--- src/rtl/twofish_mode_engine.sv ---
// ECB/CBC/CTR mode controller around one 128-bit Twofish datapath core.
// Sequences the core's Reset/Start/busy handshake and buffers results in a registered FIFO.
module twofish_mode_engine #(
  parameter int OUT_DEPTH = 4,
  parameter int CTR_W     = 32
) (
  input  logic         Clk,
  input  logic         Reset,
  input  logic         cfg_load,
  output logic         cfg_ready,
  input  logic [1:0]   cfg_mode,
  input  logic         cfg_ende,
  input  logic [127:0] cfg_iv,
  input  logic [127:0] cfg_key,
  input  logic         in_valid,
  output logic         in_ready,
  input  logic [127:0] in_data,
  output logic         out_valid,
  input  logic         out_ready,
  output logic [127:0] out_data,
  output logic         core_reset,
  output logic         core_start,
  output logic         core_ende,
  output logic [127:0] core_block,
  output logic [127:0] core_key,
  input  logic [127:0] core_o,
  input  logic         core_busy
);

  localparam int AW = (OUT_DEPTH > 1) ? $clog2(OUT_DEPTH) : 1;
  localparam logic [AW:0] DEPTH_C = (AW+1)'(OUT_DEPTH);

  typedef enum logic [2:0] {
    S_IDLE,
    S_CRST,
    S_CSTART,
    S_WAIT,
    S_PUSH
  } state_t;

  state_t r_state, w_next;

  logic [1:0]   r_mode;
  logic         r_ende;
  logic [127:0] r_key;
  logic [127:0] r_c;
  logic [127:0] r_x;
  logic [127:0] r_r;
  logic         r_seen;
  logic         r_cfgd;
  logic [127:0] r_blk;
  logic         r_cende;

  logic [127:0] r_mem [OUT_DEPTH];
  logic [AW-1:0] r_wptr, r_rptr;
  logic [AW:0]   r_count;

  logic         w_ecb, w_cbc, w_ctr;
  logic         w_accept, w_push, w_pop, w_cfg_take;
  logic [127:0] w_blk, w_push_data;
  logic         w_ende;

  // Reserved mode 3 falls back to ECB
  assign w_cbc = (r_mode == 2'd1);
  assign w_ctr = (r_mode == 2'd2);
  assign w_ecb = !w_cbc && !w_ctr;

  assign cfg_ready  = (r_state == S_IDLE) && (r_count == '0);
  assign in_ready   = (r_state == S_IDLE) && (r_count < DEPTH_C) && r_cfgd;
  assign out_valid  = (r_count != '0);
  assign out_data   = r_mem[r_rptr];
  assign w_accept   = in_valid && in_ready;
  assign w_push     = (r_state == S_PUSH);
  assign w_pop      = out_valid && out_ready;
  assign w_cfg_take = cfg_load && cfg_ready;

  assign core_reset = (r_state == S_CRST);
  assign core_start = (r_state == S_CSTART);
  assign core_key   = r_key;
  // Block/ende are computed live during CRST, then held in r_blk/r_cende
  assign core_block = (r_state == S_CRST) ? w_blk  : r_blk;
  assign core_ende  = (r_state == S_CRST) ? w_ende : r_cende;

  always_comb begin
    w_blk  = r_x;
    w_ende = r_ende;
    if (w_cbc && !r_ende) begin
      w_blk = r_x ^ r_c;
    end else if (w_ctr) begin
      w_blk  = r_c;
      w_ende = 1'b0;
    end
  end

  always_comb begin
    w_push_data = r_r;
    if (w_cbc && r_ende) begin
      w_push_data = r_r ^ r_c;
    end else if (w_ctr) begin
      w_push_data = r_r ^ r_x;
    end
  end

  always_comb begin
    w_next = r_state;
    case (r_state)
      S_IDLE:   if (w_accept) w_next = S_CRST;
      S_CRST:   w_next = S_CSTART;
      S_CSTART: w_next = S_WAIT;
      S_WAIT:   if (!core_busy && r_seen) w_next = S_PUSH;
      S_PUSH:   w_next = S_IDLE;
      default:  w_next = S_IDLE;
    endcase
  end

  always_ff @(posedge Clk or posedge Reset) begin
    if (Reset) begin
      r_state <= S_IDLE;
    end else begin
      r_state <= w_next;
    end
  end

  always_ff @(posedge Clk or posedge Reset) begin
    if (Reset) begin
      r_mode  <= '0;
      r_ende  <= 1'b0;
      r_key   <= '0;
      r_c     <= '0;
      r_x     <= '0;
      r_r     <= '0;
      r_seen  <= 1'b0;
      r_cfgd  <= 1'b0;
      r_blk   <= '0;
      r_cende <= 1'b0;
    end else begin
      if (w_cfg_take) begin
        r_mode <= cfg_mode;
        r_ende <= cfg_ende;
        r_key  <= cfg_key;
        r_c    <= cfg_iv;
        r_cfgd <= 1'b1;
      end
      if (w_accept) begin
        r_x <= in_data;
      end
      case (r_state)
        S_CRST: begin
          r_blk   <= w_blk;
          r_cende <= w_ende;
          r_seen  <= 1'b0;
        end
        S_WAIT: begin
          // Result is only trusted on a busy high-to-low transition
          if (core_busy) begin
            r_seen <= 1'b1;
          end else if (r_seen) begin
            r_r <= core_o;
          end
        end
        S_PUSH: begin
          if (w_cbc && !r_ende) begin
            r_c <= r_r;
          end else if (w_cbc && r_ende) begin
            r_c <= r_x;
          end else if (w_ctr) begin
            r_c[CTR_W-1:0] <= r_c[CTR_W-1:0] + CTR_W'(1);
          end
        end
        default: ;
      endcase
    end
  end

  always_ff @(posedge Clk or posedge Reset) begin
    if (Reset) begin
      for (int unsigned i = 0; i < unsigned'(OUT_DEPTH); i++) begin
        r_mem[i] <= '0;
      end
      r_wptr  <= '0;
      r_rptr  <= '0;
      r_count <= '0;
    end else begin
      if (w_push) begin
        r_mem[r_wptr] <= w_push_data;
        r_wptr        <= r_wptr + AW'(1);
      end
      if (w_pop) begin
        r_rptr <= r_rptr + AW'(1);
      end
      case ({w_push, w_pop})
        2'b10:   r_count <= r_count + (AW+1)'(1);
        2'b01:   r_count <= r_count - (AW+1)'(1);
        default: ;
      endcase
    end
  end

endmodule

--- config.mk ---
export PLATFORM = sky130hd
export DESIGN_NAME = twofish_mode_engine
export DESIGN_NICKNAME = d
export VERILOG_FILES = /design/src/rtl/twofish_mode_engine.sv
export SDC_FILE = /design/constraint.sdc
export NUM_CORES = 2
export LEC_CHECK = 0
export ABC_AREA = 1
export CAP_MARGIN = 20
export CORE_ASPECT_RATIO = 0.8
export CORE_MARGIN = 2
export CORE_UTILIZATION = 45
export CTS_CLUSTER_SIZE = 20
export DETAILED_ROUTE_END_ITERATION = 6
export HOLD_SLACK_MARGIN = 0.08
export PLACE_DENSITY = 0.77
export SLEW_MARGIN = 5
export SYNTH_ARGS = -nofsm -noshare
export SYNTH_HDL_FRONTEND = slang
export SYNTH_SLANG_ARGS = --single-unit
--- constraint.sdc ---
create_clock -name Clk -period 110.5 [get_ports Clk]
set_input_delay 16.575 -clock Clk [delete_from_list [all_inputs] [get_ports Clk]]
set_output_delay 16.575 -clock Clk [all_outputs]
set_load 0.005 [all_outputs]
==> results by group <==
Power and ir drop
  • Sum of internal, switching and leakage power: 2.096 mW
  • Power Density: 30.17 nW/µm²
  • Maximum resistive drop on vdd: 0.02560 mV
  • Proportion of power drawn by flip-flops and latches: 31.8%
  • Power share of the combinational group: 47.8%
  • Switching power as a share of total power: 41.25%
  • Clock network power share: 20.4%
  • Leakage: 34.14 nW
  • Switching component of the power: 0.8647 mW
  • Internal: 1.231 mW

Timing
  • Hold Vio Cnt, Final: 0
  • Final slew viol count: 0
  • Final period demand of the worst path: 21.68 ns
  • Worst-margin pin slew: 1.122 ns
  • Unrepaired setup endpoints after global routing: no
  • Skew final: 0.03952 ns
  • Final setup viols: 0
  • Highest clock rate: 0.04612 GHz
  • Final-layout setup total negative slack: 0 ns
  • PnR worst setup slack: 88.82 ns
  • Worst slew margin: 25.22%
  • Fin crit share: 19.62%
  • Hold_ws: 0.4698 ns

GRT
  • Final global-route overflow total: 0
  • Via count of the first global-routing pass: 47,330
  • Global-route wire length before repair: 295,200 µm
  • Maximum number of pins on one net before global-route repair: 190
  • Number of antenna violations at the first check in global routing: 26
  • Gr usage total: 30.79%

Critical path
  • Crit-path max cell delay: 0.70 ns
  • Arrival time of data at the critical path endpoint: 5.11 ns
  • Type of element launching the critical path: flip-flop
  • CP Class: flip-flop to output port
  • Reg2reg path depth: 10
  • Setup crit end kind: output port
  • Reg-to-reg endpoint: r_c[104]
  • Worst path required time: 93.92 ns
  • Beginning of the worst register-to-register path: r_state[1]
  • Cell-by-cell trace of the critical path: inv_1 -> nand2_4 -> inv_6 -> buf_4 -> buf_4 -> nor2_1 -> xor2_1 -> nand2_1 -> nand2_1 -> clkdlybuf4s50_1
  • Max stage delay cell, worst path: buf_4
  • Top fanout value on the critical path: 55
  • Reg2Reg Setup Slack: 106.03 ns

Yosys
  • Post-Synthesis Mean Instance Area: 9.189 µm²
  • Post-synth EDFFs: 0
  • Net count after synthesis: 6,526
  • Post-synth ARST share: 100.0%
  • Instance count of the mapped netlist: 5,998
  • Warnings from Yosys: 0
  • Leading cell types by total area after synthesis: dfrtp_1, mux2_2, nand2_1
  • Total of flip-flops plus latches after synthesis: 1,168
  • Biggest area consumer among synthesized cells: dfrtp_1
  • Portion of the post-synthesis area used by sequential elements: 53.03%
  • Most frequently used flop master after synthesis: dfrtp_1
  • Area share of the largest cell type after synthesis: 53.03%
  • Netlist area before placement: 55,120 µm²
  • Number of distinct library cells after synthesis: 37

Route
  • Remaining DRCs: 0
  • Via count: 47,970
  • DRT Pass-1 Iters: 6
  • Number of DRC markers after the initial detailed-route iteration: 5,715
  • ANT nets after route: 0
  • Per-cell routed wire length: 23.49 µm
  • Vias per std cell: 5.692
  • Total length of routed wires: 198,000 µm

Final layout
  • Layout cells sized above 1: 11.60%
  • Final design area excluding fillers: 69,470 µm²
  • Post-route core utilization: 57.37%
  • Number of filler instances in the final layout: 10,230
  • Synth-to-Final Area Change: 26.04%
  • Leading cell type in the layout, fill and taps excluded: nand2_1
  • Count of non-filler cells in the finished layout: 8,428
  • Commonest non-fill, non-tap cells in the layout: nand2_1, dfrtp_1, clkdlybuf4s50_1
  • Final Net Count: 7,220

Clock tree
  • CTS sink cnt: 1,168
  • Buffer count from post-CTS setup fixing: 0
  • Clk slew on worst S/H paths: 0.07 ns
  • Maximum number of buffers from clock root to sink: 3
  • Number of resized instances in the post-cts repair step: 0
  • Count of hold-fix buffers inserted at cts: 0
  • CTS tree: done
  • Worst-Skew Late Latency: 0.78 ns
  • CTS buffer count: 116
  • H-tree depth: 3
  • Root buffer cell: clkbuf_16

Worst hold path
  • Hold Crit Depth: 2
  • Path class of the lowest-slack min-delay path: flip-flop to flip-flop
  • Hold path start: r_cfgd
  • Hold Path End: r_cfgd

Floorplan
  • Chip height: 317.0 µm
  • Floorplan Core Area: 121,100 µm²
  • Initial cell density of the core: 45.51%
  • Count of standard-cell rows: 114
  • Floorplan die width: 395.3 µm
  • Total die area: 125,300 µm²
  • IO Pins: 911

Place
  • Port-buffer cells: 910
  • Post-DP HPWL: 129,300 µm
  • Final estimated routing congestion in global placement: 0.9819
  • Placement-stage worst setup slack: 89.17 ns
  • Dpl cells: 8,196
  • Placed Instance Area: 65,310 µm²

Outcome
  • Status: finished clean

Run
  • Max-cap violations: 0
[power by group through the flow]
stage | clock, mW | combinational (mW) | sequential (mW)
detailed placement | 0 | 0.980 | 0.667
finish | 0.427 | 1.00 | 0.667
global placement | 0 | 0.960 | 0.662
global route | 0.448 | 1.08 | 0.681
CTS | 0.431 | 0.989 | 0.662
floorplan | 0 | 0.541 | 0.650
[per-layer routing]
layer  routed length, µm  track usage [%]
met1               82050            42.66
met2               86600            45.43
met5                  69                0
met3               20910            8.362
met4                8335            13.58
[registers in the layout (all words and copies together) (netlist names)]
signal    flops
r_mem       512
core_key    128
r_blk       128
r_c         128
r_r         128
r_x         128
r_count       3
r_state       3
r_mode        2
r_rptr        2
r_wptr        2
r_cende       1
r_cfgd        1
r_ende        1
r_seen        1
[worst max-delay path by stage]
stage	startpoint	end
after floorplan	Reset	core_key[0]
after global routing	r_mode[0]	core_block[123]
after CTS	r_mode[0]	core_block[123]
final	r_mode[0]	core_block[95]
after detailed placement	Reset	r_blk[86]
after global placement	Reset	r_blk[83]
[cell families after synthesis]
group / Yosys count / synth area share (%)
compound gates: 965 / 10.62
xor+xnor: 268 / 4.259
mux: 512 / 10.46
simple gates: 2273 / 15.69
fa+ha+maj: 7 / 0.1725
buf+inv: 805 / 5.766
flops: 1168 / 53.03
[synthesized netlist by cell type, types with 4 or more instances]
cell type  count
nand2_1     1510
dfrtp_1     1168
nor2_1       707
mux2_2       512
inv_1        406
o22ai_1      358
o21ai_0      323
xor2_1       267
clkbuf_1     246
a21oi_1      148
buf_2        125
a32o_1        97
nand3_1       37
buf_1         21
a22oi_1       19
o211ai_1      11
ha_1           6
nand4_1        5
inv_2          4
[layout make-up]
class	instances	area, µm²	share of cell area, %
well taps	1624	2032	2.925
clock inverters	44	706.9	1.018
clock buffers	169	3363	4.841
inverters	413	1598	2.300
repair buffers	968	9692	13.95
multi-input cells	4025	22800	32.82
diodes	17	42.54	0.06123
flip-flops and latches	1168	29240	42.08
[worst max-delay path: cells and delay by family (launching register included)]
family,cells,cell delay [ns]
XOR/XNOR,1,0.19
flip-flops,1,0.39
buffers and inverters,5,2.70
AND/OR/NAND/NOR,4,0.80
(Power assumes the default switching activity.)
